**config.mk**
```make
export PLATFORM = sky130hd
export DESIGN_NAME = mem_bus_arbiter
export DESIGN_NICKNAME = d
export VERILOG_FILES = /design/src/rtl/mem_bus_arbiter.sv
export SDC_FILE = /design/constraint.sdc
export NUM_CORES = 1
export LEC_CHECK = 0
export ABC_AREA = 1
export BUFFER_PORTS_ARGS = -buffer_cell sky130_fd_sc_hd__buf_2
export CORE_MARGIN = 10
export CORE_UTILIZATION = 47
export DETAILED_ROUTE_END_ITERATION = 8
export PLACE_DENSITY = 0.86
export SLEW_MARGIN = 5
export SYNTH_ARGS = -nofsm -noshare
export SYNTH_HDL_FRONTEND = slang
export SYNTH_SLANG_ARGS = --single-unit
```
**constraint.sdc**
```tcl
create_clock -name clk -period 1.8 [get_ports clk]
set_input_delay 0.09 -clock clk [delete_from_list [all_inputs] [get_ports clk]]
set_output_delay 0.09 -clock clk [all_outputs]
set_load 0.05 [all_outputs]
```
**src/rtl/mem_bus_arbiter.sv**
```systemverilog
// Shares one sram-like bus between the instruction fetch port and the data port.
// One transaction at a time: address phase, data phase, one-cycle response; ties alternate.
module mem_bus_arbiter #(
    parameter int AW = 32,
    parameter int DW = 32
) (
    input  logic            clk,
    input  logic            rst,
    input  logic            inst_req,
    input  logic [AW-1:0]   inst_addr,
    output logic [DW-1:0]   inst_rdata,
    output logic            inst_ok,
    input  logic            data_req,
    input  logic            data_wr,
    input  logic [DW/8-1:0] data_wstrb,
    input  logic [AW-1:0]   data_addr,
    input  logic [DW-1:0]   data_wdata,
    output logic [DW-1:0]   data_rdata,
    output logic            data_ok,
    output logic            bus_req,
    output logic            bus_wr,
    output logic [DW/8-1:0] bus_wstrb,
    output logic [AW-1:0]   bus_addr,
    output logic [DW-1:0]   bus_wdata,
    input  logic            bus_addr_ok,
    input  logic            bus_data_ok,
    input  logic [DW-1:0]   bus_rdata,
    output logic            stall_for_bus
);

    typedef enum logic [1:0] {S_IDLE, S_ADDR, S_DATA, S_RESP} state_t;

    localparam logic OWN_INST = 1'b0;
    localparam logic OWN_DATA = 1'b1;

    state_t          state_reg, state_next;
    logic            owner_reg, owner_next;
    logic            last_grant_reg, last_grant_next;
    logic            wr_reg, wr_next;
    logic [DW/8-1:0] wstrb_reg, wstrb_next;
    logic [AW-1:0]   addr_reg, addr_next;
    logic [DW-1:0]   wdata_reg, wdata_next;
    logic [DW-1:0]   inst_rdata_reg, inst_rdata_next;
    logic [DW-1:0]   data_rdata_reg, data_rdata_next;
    logic            grant_valid;
    logic            grant_port;

    always_ff @(posedge clk) begin
        if (rst) begin
            state_reg      <= S_IDLE;
            owner_reg      <= OWN_INST;
            last_grant_reg <= OWN_INST;
            wr_reg         <= 1'b0;
            wstrb_reg      <= '0;
            addr_reg       <= '0;
            wdata_reg      <= '0;
            inst_rdata_reg <= '0;
            data_rdata_reg <= '0;
        end else begin
            state_reg      <= state_next;
            owner_reg      <= owner_next;
            last_grant_reg <= last_grant_next;
            wr_reg         <= wr_next;
            wstrb_reg      <= wstrb_next;
            addr_reg       <= addr_next;
            wdata_reg      <= wdata_next;
            inst_rdata_reg <= inst_rdata_next;
            data_rdata_reg <= data_rdata_next;
        end
    end

    // On a tie the port that did not win last time gets the bus.
    always_comb begin
        grant_valid = inst_req | data_req;
        if (inst_req && data_req)
            grant_port = (last_grant_reg == OWN_INST) ? OWN_DATA : OWN_INST;
        else if (data_req)
            grant_port = OWN_DATA;
        else
            grant_port = OWN_INST;
    end

    always_comb begin
        state_next      = state_reg;
        owner_next      = owner_reg;
        last_grant_next = last_grant_reg;
        wr_next         = wr_reg;
        wstrb_next      = wstrb_reg;
        addr_next       = addr_reg;
        wdata_next      = wdata_reg;
        inst_rdata_next = inst_rdata_reg;
        data_rdata_next = data_rdata_reg;
        case (state_reg)
            S_IDLE: begin
                if (grant_valid) begin
                    owner_next      = grant_port;
                    last_grant_next = grant_port;
                    state_next      = S_ADDR;
                    if (grant_port == OWN_DATA) begin
                        wr_next    = data_wr;
                        wstrb_next = data_wstrb;
                        addr_next  = data_addr;
                        wdata_next = data_wdata;
                    end else begin
                        wr_next    = 1'b0;
                        wstrb_next = '0;
                        addr_next  = inst_addr;
                        wdata_next = '0;
                    end
                end
            end
            S_ADDR: begin
                if (bus_addr_ok)
                    state_next = S_DATA;
            end
            S_DATA: begin
                if (bus_data_ok) begin
                    state_next = S_RESP;
                    if (owner_reg == OWN_INST)
                        inst_rdata_next = bus_rdata;
                    else if (!wr_reg)
                        data_rdata_next = bus_rdata;
                end
            end
            default: state_next = S_IDLE;
        endcase
    end

    assign bus_req    = (state_reg == S_ADDR);
    assign bus_wr     = bus_req & wr_reg;
    assign bus_wstrb  = bus_req ? wstrb_reg : '0;
    assign bus_addr   = bus_req ? addr_reg  : '0;
    assign bus_wdata  = bus_req ? wdata_reg : '0;

    assign inst_ok    = (state_reg == S_RESP) && (owner_reg == OWN_INST);
    assign data_ok    = (state_reg == S_RESP) && (owner_reg == OWN_DATA);
    assign inst_rdata = inst_rdata_reg;
    assign data_rdata = data_rdata_reg;

    assign stall_for_bus = (inst_req & ~inst_ok) | (data_req & ~data_ok);

endmodule

```
Word-level counts from Yosys, hierarchy flattened
Cells that the tools add are included.
{"block": "totals", "ff_bits": 136, "input_bits": 139, "out_inout_bits": 137, "elab_cells": 45}
{"block": "op_classes", "eq_ne": 6, "mux": 14, "bitwise_logic": 9, "n_reduce_logical": 8}
{"cell": "$mux 32", "count": 4}
{"cell": "$mux 4", "count": 2}
{"cell": "$mux 2", "count": 3}
{"cell": "$pmux 2 s3", "count": 1}
{"cell": "$reduce_and 3->1", "count": 2}
{"cell": "$eq 2x2->1 const B", "count": 2}
{"cell": "$mux 1", "count": 4}
{"cell": "$ne 2x2->1 const B", "count": 2}
{"cell": "$not 1->1", "count": 4}
{"cell": "$reduce_and 4->1", "count": 1}
{"cell": "$and 1x1->1", "count": 3}
{"cell": "$logic_and 1x1->1", "count": 3}
{"cell": "$eq 2x1->1 const B", "count": 1}
{"cell": "$logic_not 2->1", "count": 1}
{"cell": "$ne 2x1->1 const B", "count": 1}
{"cell": "$or 1x1->1", "count": 2}
{"cell": "$reduce_and 2->1", "count": 1}

Longest topological paths before layout
{"block": "logic_depth", "depth_word": 5, "ltp_mapped": 8, "depth_no_buf": 7}

Worst setup path before layout
Ideal clock, no wire load.
{"block": "synth_timing", "path_kind": "register to output", "from": "reg state_reg[1]", "to": "out bus_wdata[21]", "arrival_ps": 1862, "required_time_ps": 1710, "slack_ps": -152, "stages_incl_launch_ff": 8, "n_path_buf": 3, "cell_sequence": "dfxtp_1 inv_1 ha_1 clkbuf_1 buf_2 buf_2 nand2_1 inv_1"}
{"block": "synth_between", "elab_chain_cells": 2}
{"element": "start: declaration", "line_no": "36", "source": "state_t state_reg, state_next;"}
{"element": "start signal: assignment", "line_no": "60", "source": "state_reg <= state_next;"}
{"element": "$eq 2x1->1", "line_no": "129", "source": "assign bus_req = (state_reg == S_ADDR);"}
{"element": "via bus_req", "line_no": "20", "source": "output logic bus_req,"}
{"element": "$mux 32", "line_no": "133", "source": "assign bus_wdata = bus_req ? wdata_reg : '0;"}
{"element": "end: declaration", "line_no": "24", "source": "output logic [DW-1:0] bus_wdata,"}
The timed path passes the listed nets, and every way through them passes these cells.

Worst setup path after layout
{"block": "layout_timing", "from": "reg state_reg[1]", "to": "out bus_wdata[21]"}
{"block": "layout_between", "elab_chain_cells": 2}
{"element": "$eq 2x1->1", "line_no": "129"}
{"element": "$mux 32", "line_no": "133"}
No other way between the ends.

==> results.toml <==
[run_status]
status = "finished, final reports clean"

[run]
cap_violations = 0

[routing]
first_iter_violations = 532
postRouteAntennaNets = 0
routed-via-count = 6991
vias_per_cell = 4.84
wl_um = 23100
first_pass_iters = 6
drc = 0
routedWlPerCell_um = 16.0

[global_route]
track_usage_pct = 25.4
overflow = 0
grt_pass1_wl_um = 36200
met1_usage_pct = 26.3
met2_usage_pct = 43.8
busiest_layer = "met2"
antenna_found_initial = 7
grt_start_max_net_pins = 99
gr-usage-met3_pct = 7.81
grt_pass1_vias = 6972

[yosys]
synth_cells = 903
synth_area_leaders = "dfxtp_1, nor2_1, nand2_1"
synth.largest_area_cell = "dfxtp_1"
syn_nets = 1046
ys_warn_count = 0
syn_avg_cell_area_sq_um = 6.51
netlist_area_sq_mm = 0.00588
yosys.area.top_type_share_pct = 46.3
ys_seq_area_share_pct = 46.3
synth_cell_types = 15
ys_seq_elements = 136

[cells_and_area]
drive_above_1_share_pct = 27.1
register_area_sq_mm = 0.00273
area.growth.synth_to_final_pct = 57.3
multi_input_area_sq_mm = 0.00249
fillers = 809
nets = 1401
final_common_cell = "nor2_1"
layout_common_cells = "nor2_1, buf_2, nand2_1"

[worst_setup_path]
slowest_stage = "dfxtp_2"
cpPeakStageDelay_ns = 0.36
worstPathMaxFanout = 16
crit_required_ns = 1.71
critPathLaunchType = "register"
worstPathCellList = "inv_2, ha_4, buf_12, buf_16, nand2_2, clkinvlp_4, buf_6"
cp.arrival_ns = 1.67
rr_worst_depth = 8
worstSetupPathType = "reg2out"
crit_path_end_kind = "output port"

[timing]
timing.final.crit_share_pct = 97.8
skew_ns = 0.00682
rsz0062_at_grt = "true"
maxSlewViolCount = 0
fin_ws_ns = 0.0391
hold_viol_final = 0
fin_crit_ns = 1.76
whs_ns = 0.00695
finalSetupViolations = 0
worst_pin_slew_ns = 0.390
relSlewSlack_pct = 74.0
max_freq_mhz = 568

[floorplanning]
die_area_sq_mm = 0.0174
chipWidth_um = 132
coreArea_sq_mm = 0.0121
num_rows = 40
ios = 276
die_h_um = 132
initial_utilization_pct = 48.5

[cts]
htreeDepth = 4
worstSkewPairLatency_ns = 0.41
cts_root_buf = "clkbuf_16"
cts_buffers = 17
cts_sinks = 136
path_clk_slew_ns = 0.06
cts_tree = "done"
clock_path_buffers = 2

[pwr]
cellLeakagePower_nw = 5.00
ir_drop_mv = 0.902
powerDensity_mw_per_mm2 = 1370

[place]
place_congestion = 0.864
post-place-ws_ns = 0.265
numPortBuffers = 275
post-dp-hpwl_um = 13400

[worst_hold_path]
holdPathStages = 5
hold_path_class = "in2reg"
critical path, delay by kind of cell, from the launching register on:
kind | cells | cell delay, ns
simple gates | 1 | 0.10
flops | 1 | 0.36
fa+ha+maj | 1 | 0.20
buf+inv | 5 | 0.59
where the power goes:
group | internal, mW | switching [mW] | total [mW]
sequential | 3.63 | 0.335 | 3.97
combinational | 1.69 | 3.66 | 5.36
clock | 2.06 | 1.31 | 3.37
total | 7.39 | 5.30 | 12.7
worst paths after layout:
| check | startpoint | to | slack [ns] |
|---|---|---|---|
| worst max-delay path | state_reg[1] | bus_wdata[21] | 0.04 |
| worst min-delay path | inst_addr[18] | addr_reg[18] | 0.007 |
| worst max register to register | state_reg[0] | addr_reg[5] | 0.22 |
| worst min register to register | wdata_reg[27] | wdata_reg[27] | 0.47 |
per-stage QoR:
stage          util (%)  instances  setup TNS (ns)  power, mW  instance area (sq um)
6_report           76.4       1444               0       12.7                   9250
5_1_grt            76.3       1443         -0.0606       13.4                   9250
3_3_place_gp       61.4       1305               0       8.59                   7430
4_1_cts            76.0       1436          -0.488       12.6                   9200
2_1_floorplan         -        903               0       7.43                   5920
3_5_place_dp       61.4       1305               0       8.67                   7430
kinds of logic after synthesis:
| family | Yosys count | synth area share [%] |
|---|---|---|
| DFF | 136 | 46.3 |
| adders and majority gates | 4 | 0.851 |
| buffers and inverters | 169 | 11.8 |
| and+or+nand+nor | 458 | 29.5 |
| AOI/OAI and AO/OA | 136 | 11.6 |
timing repair:
item                       CTS  global route
gates cloned                 2             0
resized for setup           54            11
hold endpoints to repair   131             0
setup endpoints to repair   65            56
buffers inserted             0             1
hold buffers                99             0
cell usage after synthesis, drive strengths merged:
| cell type | number |
|---|---|
| clkbuf | 30 |
| buf | 25 |
| nand2 | 220 |
| nand4 | 2 |
| inv | 114 |
| a21oi | 38 |
| ha | 4 |
| dfxtp | 136 |
| nor2 | 236 |
| o21ai | 98 |
per-layer routing:
layer | up-vias | part of all wire (%)
met3 | 89 | 8.1
met5 | - | 0
met2 | 381 | 50
met4 | 0 | 5.0
li1 | 3424 | -
met1 | 3097 | 36
final cells by class:
type	count	area share [%]
timing repair buffer	391	29.9
sequential	136	29.5
multi-input combinational	598	26.9
inverter	114	5.03
clock buffer	19	4.79
tap	168	2.27
clock inverter	11	1.37
antenna	7	0.189
Note: power is estimated with default switching activity, not from simulation.
